<file path="src/rtl/alu_arbiter.sv">
// alu_arbiter
//   Shares one combinational ALU between two requesters. A request is
//   accepted in IDLE. Its operands go to the ALU for exactly one EXEC cycle.
//   The result is then held in RESP until the owning requester takes it.
//   When both requesters are valid, a one-bit round-robin pointer picks one.
//
// Ports
//   clk, rst                      clock; synchronous active-low reset
//   reqN_valid/ready              request handshake (N = 0, 1)
//   reqN_op, reqN_din1/din2       requested opcode and operands
//   respN_valid/ready             response handshake
//   respN_dout, respN_comp        captured ALU result and comparison flags
//   alu_op, alu_din1/din2         drive to the shared ALU
//   alu_dout, alu_comp            combinational return from the shared ALU
//
// state | meaning
// IDLE  | waiting for a request; grants one combinationally
// EXEC  | latched operation on the ALU; result captured at end of cycle
// RESP  | result presented to owner until respN_ready
module alu_arbiter #(
  parameter int data_width     = 32,
  parameter int alu_op_width   = 32,
  parameter int alu_comp_width = 32,
  parameter logic [alu_op_width-1:0] alu_op_nop = '0
) (
  input  logic                      clk,
  input  logic                      rst,
  input  logic                      req0_valid,
  output logic                      req0_ready,
  input  logic [alu_op_width-1:0]   req0_op,
  input  logic [data_width-1:0]     req0_din1,
  input  logic [data_width-1:0]     req0_din2,
  input  logic                      req1_valid,
  output logic                      req1_ready,
  input  logic [alu_op_width-1:0]   req1_op,
  input  logic [data_width-1:0]     req1_din1,
  input  logic [data_width-1:0]     req1_din2,
  output logic                      resp0_valid,
  input  logic                      resp0_ready,
  output logic [data_width-1:0]     resp0_dout,
  output logic [alu_comp_width-1:0] resp0_comp,
  output logic                      resp1_valid,
  input  logic                      resp1_ready,
  output logic [data_width-1:0]     resp1_dout,
  output logic [alu_comp_width-1:0] resp1_comp,
  output logic [alu_op_width-1:0]   alu_op,
  output logic [data_width-1:0]     alu_din1,
  output logic [data_width-1:0]     alu_din2,
  input  logic [data_width-1:0]     alu_dout,
  input  logic [alu_comp_width-1:0] alu_comp
);

  localparam logic [1:0] IDLE = 2'd0;
  localparam logic [1:0] EXEC = 2'd1;
  localparam logic [1:0] RESP = 2'd2;

  logic [1:0]                state;
  logic                      ptr;
  logic                      owner;
  logic [alu_op_width-1:0]   op_q;
  logic [data_width-1:0]     din1_q;
  logic [data_width-1:0]     din2_q;
  logic [data_width-1:0]     dout_q;
  logic [alu_comp_width-1:0] comp_q;

  logic grant0;
  logic grant1;
  logic resp_done;

  // A lone requester wins regardless of the pointer. Under contention the
  // pointer side wins. The two grants are mutually exclusive by construction.
  always_comb begin
    grant0 = req0_valid && (!req1_valid || !ptr);
    grant1 = req1_valid && (!req0_valid ||  ptr);
  end

  // The reset term keeps the handshakes quiet while rst is low. Without it
  // the outputs could still reflect the pre-reset state in that cycle.
  assign req0_ready  = rst && (state == IDLE) && grant0;
  assign req1_ready  = rst && (state == IDLE) && grant1;
  assign resp0_valid = rst && (state == RESP) && !owner;
  assign resp1_valid = rst && (state == RESP) &&  owner;
  assign resp_done   = owner ? resp1_ready : resp0_ready;

  assign alu_op   = (rst && state == EXEC) ? op_q   : alu_op_nop;
  assign alu_din1 = (rst && state == EXEC) ? din1_q : '0;
  assign alu_din2 = (rst && state == EXEC) ? din2_q : '0;

  assign resp0_dout = dout_q;
  assign resp0_comp = comp_q;
  assign resp1_dout = dout_q;
  assign resp1_comp = comp_q;

  always_ff @(posedge clk) begin
    if (!rst) begin
      state  <= IDLE;
      ptr    <= 1'b0;
      owner  <= 1'b0;
      op_q   <= '0;
      din1_q <= '0;
      din2_q <= '0;
      dout_q <= '0;
      comp_q <= '0;
    end else begin
      case (state)
        IDLE: begin
          if (grant0 || grant1) begin
            owner  <= grant1;
            ptr    <= grant0;   // point at the side that lost
            op_q   <= grant1 ? req1_op   : req0_op;
            din1_q <= grant1 ? req1_din1 : req0_din1;
            din2_q <= grant1 ? req1_din2 : req0_din2;
            state  <= EXEC;
          end
        end
        EXEC: begin
          dout_q <= alu_dout;
          comp_q <= alu_comp;
          state  <= RESP;
        end
        RESP: begin
          if (resp_done) state <= IDLE;
        end
        default: state <= IDLE;
      endcase
    end
  end

endmodule

</file>
<file path="config.mk">
export PLATFORM = sky130hd
export DESIGN_NAME = alu_arbiter
export DESIGN_NICKNAME = d
export VERILOG_FILES = /design/src/rtl/alu_arbiter.sv
export SDC_FILE = /design/constraint.sdc
export NUM_CORES = 1
export LEC_CHECK = 0
export BUFFER_PORTS_ARGS = -buffer_cell sky130_fd_sc_hd__buf_4
export CAP_MARGIN = 20
export CORE_AREA = 3 3 190 192
export DETAILED_ROUTE_END_ITERATION = 6
export DIE_AREA = 0 0 193 195
export GPL_ROUTABILITY_DRIVEN = 1
export PLACE_DENSITY = 0.58
export SETUP_SLACK_MARGIN = 0.05
export SLEW_MARGIN = 10
export SYNTH_ARGS = -nofsm -noshare
export SYNTH_HDL_FRONTEND = slang
export SYNTH_SLANG_ARGS = --single-unit
</file>
<file path="constraint.sdc">
create_clock -name clk -period 3.73 [get_ports clk]
set_input_delay 0.746 -clock clk [delete_from_list [all_inputs] [get_ports clk]]
set_output_delay 0.746 -clock clk [all_outputs]
set_load 0.02 [all_outputs]
</file>
After elaboration in Yosys (flattened, before gate mapping)

Index checks and enable logic that the tools add are counted.

Multiplexer cells: 10
Eq/ne operators: 4
Reductions and logical operators: 19

Operator list:

| kind                                                            | number |
|---|---|
| 32-bit 2-to-1 mux                                               | 6 |
| 1-bit logical AND                                               | 9 |
| 2-bit one-hot mux with 3 select lines                           | 1 |
| 1-bit logical NOT                                               | 4 |
| 2-bit 2-to-1 mux                                                | 2 |
| 2-bit AND reduction                                             | 2 |
| 1-bit logical OR                                                | 3 |
| 2-bit by 1-bit == test with 1-bit output, second input constant | 1 |
| 2-bit == test, second input constant                            | 1 |
| 2-bit logical NOT                                               | 1 |
| 2-bit by 1-bit != test with 1-bit output, second input constant | 1 |
| 2-bit != test, second input constant                            | 1 |
| 1-bit 2-to-1 mux                                                | 1 |

Bits of input ports: 262
Logic and storage cells: 41
Register bits: 164

Logic depth before layout (Yosys ltp)

Gate-level depths: netlist of run 1.

Depth after elaboration: 6
Mapped depth: 7

Least setup slack after synthesis of run 1

No wires, ideal clock.

Path type: input to output
From: in rst
To: out resp0_valid
Data required time: 2984 ps
Stages: 5
Buffers on the path: 3
Arrival time: 1795 ps
Setup slack: 1189 ps
Cell sequence: buf_2 > clkbuf_1 > clkbuf_1 > nand2_1 > nor2_1

Longest elaborated chain between the ends: 2

RTL lines:

| what                            | line | text |
|---|---|---|
| start: declaration              | 27   | `input logic rst,` |
| 1-bit logical AND (2 in series) | 81   | `assign resp0_valid = rst && (state == RESP) && !owner;` |
| end: declaration                | 38   | `output logic resp0_valid,` |

Every way passes these cells.

Worst setup path after layout of run 1

From: reg state[0]
To: out alu_din1[7]

Longest elaborated chain between the ends: 3

RTL lines:

| what                                     | line | text |
|---|---|---|
| start: declaration                       | 57   | `logic [1:0] state;` |
| start signal: assignment                 | 96   | `state <= IDLE;` |
| start signal: assignment                 | 113  | `state <= EXEC;` |
| start signal: assignment                 | 119  | `state <= RESP;` |
| 2-bit by 1-bit == test with 1-bit output | 86   | `assign alu_din1 = (rst && state == EXEC) ? din1_q : '0;` |
| 1-bit logical AND                        | 86   |  |
| 32-bit 2-to-1 mux                        | 86   |  |
| end: declaration                         | 47   | `output logic [data_width-1:0] alu_din1,` |

Every way passes these cells.

==> run metrics, run 1 <==
status=finished clean; # diodes=0; antenna violations before repair=0; Arrival @ worst endpoint=2.24 ns; worst skew pair latency=0.44 ns; gr usage total=18.3%; maximum fanout along the worst path=66; Placer Congestion=0.790; FILL cells=3596; CTS tree=done; global route overflow=0; fmax=335 MHz; synthesized cell area=~0.0086 mm^2; FF+latch area=0.00328 mm^2; area of the core=0.0345 mm^2; Post-Route Utilization=36.6%; Starting Density=24.9%; vias post-DR=about 8.9k; sw frac=30.6%; vias in the first global route=around 9k; CP Class=flip-flop to output port; postcts setup bufs=0; Pwr Total=5.22 mW; Syn Area/Cell=8.70 um^2; Tmin final=about 3.0 ns; layout cells sized above 1=about two fifths; Final #Nets=1593; DRC=0; clock power share=34.8%; Root Buffer=clkbuf_16; RSZ-0062 raised after global routing=false; global-route wire length before repair=around 53000 um; Die Height=a little under 200 um; sequential fraction of the synthesis area=between 30% and 40%; area of the multi-input gates=0.00430 mm^2; largest net degree at the start of global routing=between 100 and 150; Worst Tran Pin Value=0.860 ns; Synth Instances=990; hold_buf cts=0; die area=0.0376 mm^2; power density over cell area=413 mW/mm^2; IO buf count=489; Detailed Place HPWL=25900 um; Clock Path Buffers=2; Gate power share=25.6%; Routed Antenna Nets=0; flop2flop setup slack=1.49 ns; final hold viol count=0; synthesized net count=1252; htree depth=4; leak pwr=5.81 nW; CP Launch Type=flip-flop; WL/cell=20.3 um; Iteration-0 DRC Markers=515; peak supply drop=between 0.0003 and 0.0004 V; period utilization=about four fifths; die extent in x=193 um; sequential fraction of design power=39.7%; Clock Sinks=164; synth warn=0; setup violators final=0; first-pass iteration count of the detailed router=5; final slew viol count=0; Required @ worst endpoint=roughly 3.0 ns; post-CTS sizing=0; I/O pin cnt=490; Worst-path clk slew=roughly 0.06 ns; max-cap viol count=0; post-synthesis cell type count=25; Area Growth Syn to Fin=46.8%; Setup Skew=0.0119 ns; flops & latches, synth=164; Fin Setup TNS=0 ns; Min-Delay Path Class=flip-flop to flip-flop; CP Capture Type=output port; row cnt=68; Internal Pwr Total=3.62 mW; final WL=36500 um; Slew Limit Headroom=42.7%; CTS buffer count=17; Vias/cell=4.97; Sw Pwr=1.60 mW
cells by family after synthesis:
family                 synth area share, %
AOI/OAI and AO/OA                     32.2
buffers and inverters                 12.4
DFF                                   38.1
muxes                                0.116
and+or+nand+nor                       17.2
stage by stage:
stage          hold WS [ns]  instance area (um^2)  std cells  setup slack (ns)
6_report              0.439                 12600       1797             0.745
5_1_grt               0.467                 12600       1797             0.570
2_1_floorplan         0.421                  8610        990              1.19
3_5_place_dp          0.434                 12100       1767              1.11
4_1_cts               0.442                 12600       1797             0.699
3_3_place_gp          0.430                 12100       1767              1.14
cell usage in the layout (no fill, tap or decap):
cell        instances
inv_1               3
o221a_2            14
nand2b_4            1
nor2b_2             1
nor3_1              1
o21ai_0            35
clkinvlp_4          3
bufinv_16           3
a21boi_0          128
nor2_4              2
clkinv_2            2
buf_12              6
a21oi_1             2
clkbuf_8            1
nor2b_4             1
clkinv_4            1
dfxtp_1           164
mux2i_1             1
nor2_1              4
nand2_1           165
nor2b_1             2
buf_4             502
nand3_1            34
clkbuf_16          17
or2_4               1
o221a_1            49
a311o_1            63
a32oi_1            33
nand3b_1            1
buf_6               1
and3_1             97
nand2b_2            1
clkbuf_1            3
Yosys cell counts:
| library cell | instances | area (um^2) |
|---|---|---|
| a21boi_0 | 128 | 961 |
| a21oi_1 | 2 | 10.0 |
| a311o_1 | 63 | 631 |
| a32oi_1 | 33 | 289 |
| and3_1 | 97 | 607 |
| buf_1 | 2 | 7.51 |
| buf_2 | 29 | 145 |
| buf_4 | 72 | 541 |
| buf_6 | 6 | 67.6 |
| clkbuf_1 | 78 | 293 |
| dfxtp_1 | 164 | 3280 |
| inv_1 | 3 | 11.3 |
| mux2i_1 | 1 | 10.0 |
| nand2_1 | 165 | 619 |
| nand2b_1 | 2 | 12.5 |
| nand3_1 | 34 | 170 |
| nand3b_1 | 1 | 7.51 |
| nor2_1 | 5 | 18.8 |
| nor2_2 | 1 | 6.26 |
| nor2b_1 | 4 | 25.0 |
| nor3_1 | 1 | 5.00 |
| o21ai_0 | 35 | 175 |
| o221a_1 | 49 | 552 |
| o221a_2 | 14 | 158 |
| or2_4 | 1 | 8.76 |
per-layer routing:
layer | vias up | GRT usage, % | share of wire (%)
met1 | 4217 | 22.1 | 40
met4 | 0 | 6.16 | 2.5
met3 | 46 | 5.60 | 8.9
li1 | 4279 | - | -
met5 | - | 0 | 0
met2 | 396 | 30.7 | 49
registers in the layout (all words and copies together), names as in the netlist:
register	count
op_q	32
resp0_dout	32
din1_q	32
resp0_comp	32
state	2
din2_q	32
ptr	1
owner	1
worst paths after layout:
| path | from | cells past startpoint | endpoint |
|---|---|---|---|
| setup / recovery | state[0]$_SDFFE_PN0P_ | 4 | alu_din1[7] |
| hold / removal | op_q[9]$_SDFFE_PN0P_ | 2 | op_q[9]$_SDFFE_PN0P_ |
| setup reg to reg | state[0]$_SDFFE_PN0P_ | 5 | resp0_dout[11]$_SDFFE_PN0N_ |
| hold reg to reg | op_q[9]$_SDFFE_PN0P_ | 2 | op_q[9]$_SDFFE_PN0P_ |
area by class of cell:
type / instances / share of cell area [%]
flip-flops and latches: 164 / 26.0
well taps: 455 / 4.50
repair buffers: 509 / 30.8
multi-input cells: 636 / 34.0
clock buffers: 21 / 3.56
inverters: 3 / 0.0891
clock inverters: 9 / 1.04
power groups by stage:
stage          sequential [mW]  clock [mW]  combinational, mW
2_1_floorplan             2.11           0              0.778
3_3_place_gp              2.10           0               1.34
3_5_place_dp              2.11           0               1.35
4_1_cts                   2.07        1.88               1.35
5_1_grt                   2.09        1.94               1.45
6_report                  2.07        1.81               1.34
worst max-delay path, stage by stage (launching register included):
cell,delay [ns]
dfxtp_1,0.43
nor2b_4,0.58
buf_12,0.33
and3_1,0.24
buf_4,0.15
Note: power is estimated with default switching activity, not from simulation.
==> inputs of run 2 (changes only) <==
Settings changed: ABC_AREA set to 1, CORE_AREA 3 3 190 192 to 3 3 187 189, DIE_AREA 0 0 193 195 to 0 0 190 192, PLACE_DENSITY 0.58 to 0.6.
Clock period 3.73 ns to 3.05 ns, I/O delays scaled along.
==> run 2 against run 1 <==
Synthesized cell count increased by 49%. Sequential cell count unchanged. Via count is 9.7% higher. Combinational power rose by 51%. Clock skew is 0.0053 ns higher.
==> run metrics, run 2 <==
simple-gate share of the synthesized area=40.2% (+23 points); period utilization=83.1%; Area Growth Syn to Fin=47.1%; first-pass iteration count of the detailed router=5 (unchanged); top cell type's share of synthesized area=37.1% (-0.99 points); Iteration-0 DRC Markers=488 (-5.2%); Starting Density=26.4% (+1.5 points); global route overflow=0 (unchanged); Arrival @ worst endpoint=1.93 ns (-0.31 ns); status=finished clean; Pwr Total=6.82 mW (+31%); top cells by area, synth=dfxtp_1, nor2_1, nand2_1; DRC=0 (unchanged); Fin Setup TNS=0 ns (unchanged); flops & latches, synth=164 (unchanged); IO buf count=489 (unchanged); Root Buffer=clkbuf_16; CP Launch Type=flip-flop; vias post-DR=9804 (+9.7%); CP Class=flip-flop to output port; die area=0.0365 mm^2 (-3.1%); synthesized net count=1738 (+39%); gr usage total=17.8% (-0.45 points); Worst-path clk slew=0.09 ns (+0.03 ns); Synth Instances=1476 (+49%); htree depth=4 (unchanged); largest net degree at the start of global routing=83 (-39%); hold_buf cts=0 (unchanged); post-CTS sizing=0 (unchanged); Synth Area in Adders=0% (unchanged); synthesized cell area=0.00884 mm^2 (+2.7%); Placer Congestion=0.825 (+4.4%); CP Capture Type=output port; WL/cell=14.8 um (-27%); peak supply drop=0.000323 V (+4.2%); I/O pin cnt=490 (unchanged); Routed Antenna Nets=0 (unchanged); final slew viol count=0 (unchanged); maximum fanout along the worst path=51 (-23%); most common cell after layout, fill and taps aside=buf_4; async set-reset flop share out of synthesis=0% (unchanged); Worst Tran Pin Value=0.737 ns (-0.123 ns); Die Height=192 um (-1.5%); synth warn=0 (unchanged); Setup Skew=0.0173 ns (+0.00535 ns); Tmin final=2.54 ns; Clock Sinks=164 (unchanged); Slew Limit Headroom=50.9% (+8.2 points); most frequent cells in the layout=buf_4, nor2_1, nand2_1; leak pwr=7.31 nW (+26%); Final Cell Area=0.0130 mm^2 (+2.9%); final WL=34000 um (-7.0%); vias in the first global route=9366 (+6.8%); final hold viol count=0 (unchanged); worst skew pair latency=0.43 ns (about the same); RSZ-0062 raised after global routing=false; post-synthesis cell type count=17 (-32%); Required @ worst endpoint=2.44 ns (-0.54 ns); row cnt=67 (-1.5%); complex-gate fraction of the synthesized area=3.85% (-28 points); largest family of logic cells by synthesized area=simple AND/OR/NAND/NOR gates; # diodes=0 (unchanged); mux cell area share after synthesis=0% (-0.12 points); largest area contributor in the netlist=dfxtp_1; die extent in x=190 um (-1.6%); Syn Area/Cell=5.99 um^2 (-31%); sequential fraction of the synthesis area=37.1% (-0.99 points); setup violators final=0 (unchanged); global-route wire length before repair=51600 um (-3.2%); area of the core=0.0334 mm^2 (-3.2%); fmax=just under 400 MHz; dominant synthesized flop cell=dfxtp_1; antenna violations before repair=1 (+1); postcts setup bufs=0 (unchanged); CTS tree=done; Final #Nets=2104 (+32%); placed instance area=0.0124 mm^2 (+2.9%); Min-Delay Path Class=input port to flip-flop; Clock Path Buffers=2 (unchanged); top-count cell post-synth=nor2_1; Post-synth EDFFs=0 (unchanged); Synth Area in XOR/XNOR=0% (unchanged); synth cell count leaders=nor2_1, nand2_1, inv_1; max-cap viol count=0 (unchanged); Post-Route Utilization=38.9% (+2.3 points); Detailed Place HPWL=24800 um (-4.2%); layout cells sized above 1=29.5% (-12 points); FILL cells=3618 (+0.61%); CTS buffer count=17 (unchanged); power density over cell area=524 mW/mm^2 (+27%); Vias/cell=4.26 (-14%)
-- run 2: where the power goes --
group	total [mW]	switching, mW	internal [mW]	leakage, nW
sequential	2.58	0.160	2.42	1.36
combinational	2.03	1.20	0.837	5.66
clock	2.20	1.09	1.11	0.294
-- run 2: final cells by class --
type | count | area, um^2 | area share (%)
flip-flops and latches | 164 | 3280 | 25.2
inverters | 200 | 751 | 5.77
clock buffers | 17 | 425 | 3.27
repair buffers | 505 | 3880 | 29.8
clock inverters | 15 | 176 | 1.36
multi-input cells | 954 | 3930 | 30.2
well taps | 448 | 561 | 4.31
-- run 2: cell families after synthesis --
logic type	Yosys count
buffers and inverters	358
DFF	164
and+or+nand+nor	886
AOI/OAI and AO/OA	68
-- run 2: path summary, 6_finish.rpt --
kind / from / end / slack, ns / depth (start not counted)
worst max-delay path: state[0]$_SDFFE_PN0P_ / alu_op[29] / 0.51 / 6
worst min-delay path: alu_dout[28] / resp0_dout[28]$_SDFFE_PN0N_ / 0.39 / 3
worst max register to register: state[1]$_SDFFE_PN0P_ / op_q[16]$_SDFFE_PN0P_ / 1.40 / 7
worst min register to register: owner$_SDFFE_PN0P_ / state[1]$_SDFFE_PN0P_ / 0.52 / 2
-- run 2: worst max-delay path: stages, from the launching register on --
cell     delay [ns]
dfxtp_1        0.37
inv_1          0.09
nor2_4         0.16
nand2_4        0.26
buf_12         0.28
nor2_1         0.14
buf_4          0.16
-- run 2: metrics by stage --
step	std cells	setup WS, ns	hold slack (ns)
floorplan	1476	1.05	0.477
global placement	2271	0.718	0.507
detailed placement	2271	0.705	0.502
CTS	2303	0.439	0.370
global route	2303	0.320	0.369
finish	2303	0.515	0.393
-- run 2: routing by layer --
metal / part of all wire (%) / track usage [%] / vias to the layer above
met4: 1.9 / 4.92 / 2
met2: 49 / 30.8 / 357
met5: 0.038 / 0 / -
li1: - / - / 5067
met1: 42 / 21.8 / 4345
met3: 7.4 / 4.80 / 33
==> inputs of run 3 (changes only) <==
Settings changed: CORE_AREA 3 3 187 189 to 3 3 191 193, DIE_AREA 0 0 190 192 to 0 0 194 196.
Clock period 3.05 ns to 2.2 ns, I/O delays scaled along.
==> run 3 against run 2 <==
Sequential share of layout area fell by 0.27 points. Count of clock-buffer cells in the layout rose by 1. Total power rose by 40%. Largest power group unchanged. Non-clock buffer count rose by 7.
==> run metrics, run 3 (same netlist as run 2, synthesis figures left out) <==
CTS tree=done; Final #Nets=2111 (+0.33%); RSZ-0062 raised after global routing=true; htree depth=4 (unchanged); peak supply drop=0.000534 V (+65%); final WL=33900 um (-0.30%); Critical R2R Capture=resp0_dout[11]$_SDFFE_PN0N_; WP depth=6 (unchanged); fmax=slightly below 500 MHz; leak pwr=7.34 nW (+0.40%); Worst Tran Pin Value=0.772 ns (+0.0349 ns); Clock Sinks=164 (unchanged); first-pass iteration count of the detailed router=5 (unchanged); GR peak layer=met2; Clock Path Buffers=2 (unchanged); CTS buffer count=17 (unchanged); Min-Delay Path Class=input port to flip-flop; CP max-delay cell=dfxtp_2; final hold viol count=0 (unchanged); I/O pin cnt=490 (unchanged); Routed Antenna Nets=0 (unchanged); post-route worst setup slack=0.124 ns (-0.391 ns); CP Launch Type=flip-flop; vias in the first global route=9441 (+0.80%); Worst R2R Start=state[1]$_SDFFE_PN0P_; largest net degree at the start of global routing=76 (-8.4%); critical path buffer and inverter count=3 (unchanged); Arrival @ worst endpoint=1.64 ns (-0.29 ns); Cell Chain, Critical Path=inv_1 > nor2_4 > nand2_8 > buf_4 > nor2_1 > buf_4; power density over cell area=727 mW/mm^2 (+39%); global route overflow=0 (unchanged); dpl ws=0.401 ns (-0.305 ns); die area=0.0380 mm^2 (+4.2%); Area Growth Syn to Fin=48.7%; WL/cell=14.6 um (-0.90%); row cnt=68 (+1.5%); met2 usage=27.9% (-2.9 points); most used cell, CP=buf_4; Slew Limit Headroom=48.6% (-2.3 points); Placer Congestion=0.836 (+1.4%); CP top delay family=buffers and inverters; max-cap viol count=0 (unchanged); Die Height=196 um (+2.1%); met3 Usage GRT=4.52% (-0.28 points); depth of the worst register-to-register path=7 (unchanged); most frequent cells in the layout=buf_4, nor2_1, nand2_1; flop2flop setup slack=0.50 ns (-0.90 ns); Vias/cell=4.27 (+0.39%); antenna violations before repair=0 (-1); Root Buffer=clkbuf_16; crit-path max cell delay=0.35 ns (-0.02 ns); gr usage total=17.0% (-0.76 points); FILL cells=3721 (+2.8%); hold_buf cts=0 (unchanged); hold slack=0.219 ns (-0.174 ns); CP Capture Type=output port; # diodes=0 (unchanged); global-route wire length before repair=52200 um (+1.2%); layout cells sized above 1=30.9% (+1.4 points); Iteration-0 DRC Markers=524 (+7.4%); Post-Route Utilization=37.9% (-1.0 points); status=finished clean; final slew viol count=0 (unchanged); setup violators final=0 (unchanged); worst skew pair latency=0.44 ns (about the same); period utilization=94.4%; vias post-DR=9902 (+1.0%); maximum fanout along the worst path=14 (-73%); Worst-path clk slew=0.07 ns (-0.02 ns); Setup Skew=0.00941 ns (-0.00786 ns); CP Class=flip-flop to output port; DRC=0 (unchanged); GR Util met1=21.8% (+0.079 points); Worst setup startpoint=state[0]$_SDFFE_PN0P_; Worst Setup EP=alu_din1[24]; area of the multi-input gates=0.00400 mm^2 (+1.6%); Detailed Place HPWL=24300 um (-1.8%); Required @ worst endpoint=1.76 ns (-0.68 ns); Starting Density=25.5% (-0.96 points); most common cell after layout, fill and taps aside=buf_4; FF+latch area=0.00328 mm^2 (about the same); IO buf count=489 (unchanged); area of the core=0.0347 mm^2 (+3.8%); die extent in x=194 um (+2.1%); Fin Setup TNS=0 ns (unchanged); Tmin final=2.08 ns
[run 3: cell count changes in the layout (fill, tap and decap cells not counted), moves of 4 or more]
| cell | before | now |
|---|---|---|
| nor2_1 | 420 | 400 |
| buf_4 | 498 | 505 |
| clkinv_8 | 4 | 0 |
| nor2_2 | 0 | 19 |
[run 3: per-stage QoR]
stage | power, mW | instance area [um^2] | instances
detailed placement | 6.48 | 12400 | 2281
finish | 9.56 | 13200 | 2317
floorplan | 5.38 | 8840 | 1476
global placement | 6.44 | 12400 | 2281
global route | 10.2 | 13200 | 2317
CTS | 9.69 | 13100 | 2316
[run 3: how the worst min path moves through the flow]
stage	from	endpoint	slack, ns	cells past startpoint
floorplan	owner$_SDFFE_PN0P_	owner$_SDFFE_PN0P_	0.48	2
global placement	owner$_SDFFE_PN0P_	owner$_SDFFE_PN0P_	0.50	2
detailed placement	owner$_SDFFE_PN0P_	state[1]$_SDFFE_PN0P_	0.51	2
CTS	alu_comp[21]	resp0_comp[21]$_SDFFE_PN0N_	0.18	3
global route	alu_dout[1]	resp0_dout[1]$_SDFFE_PN0N_	0.19	3
finish	alu_dout[2]	resp0_dout[2]$_SDFFE_PN0N_	0.22	3
[run 3: layout make-up]
class	count	share of cell area (%)
timing repair buffer	512	30.0
multi-input combinational	954	30.4
inverter	200	5.71
tap	455	4.33
sequential	164	25.0
clock buffer	18	3.34
clock inverter	14	1.26
[run 3: tightest hold or removal path: cells and delay by family]
kind,cells,cell delay (ns)
buffers and inverters,1,0.08
and+or+nand+nor,2,0.11
[run 3: power breakdown]
| part | switching (mW) | internal [mW] | leakage [nW] |
|---|---|---|---|
| clock network | 1.38 | 1.74 | 0.290 |
| registers | 0.221 | 3.36 | 1.36 |
| logic | 1.68 | 1.17 | 5.69 |
| total | 3.29 | 6.27 | 7.34 |
[run 3: timing repair]
item | in CTS | in global routing
gates resized for setup | 9 | 16
hold endpoints to repair | 0 | 0
buffers inserted | 2 | 1
endpoints found under the setup margin | 80 | 70
pin swaps | 2 | 1
gates cloned | 1 | 0
[run 3: layer usage]
metal  vias up  wire length (um)  share of wire (%)
met5         -                 0                  0
met4         0               841                2.5
met3        43              2490                7.4
met2       371             15900                 47
met1      4415             14700                 43
li1       5073                 -                  -
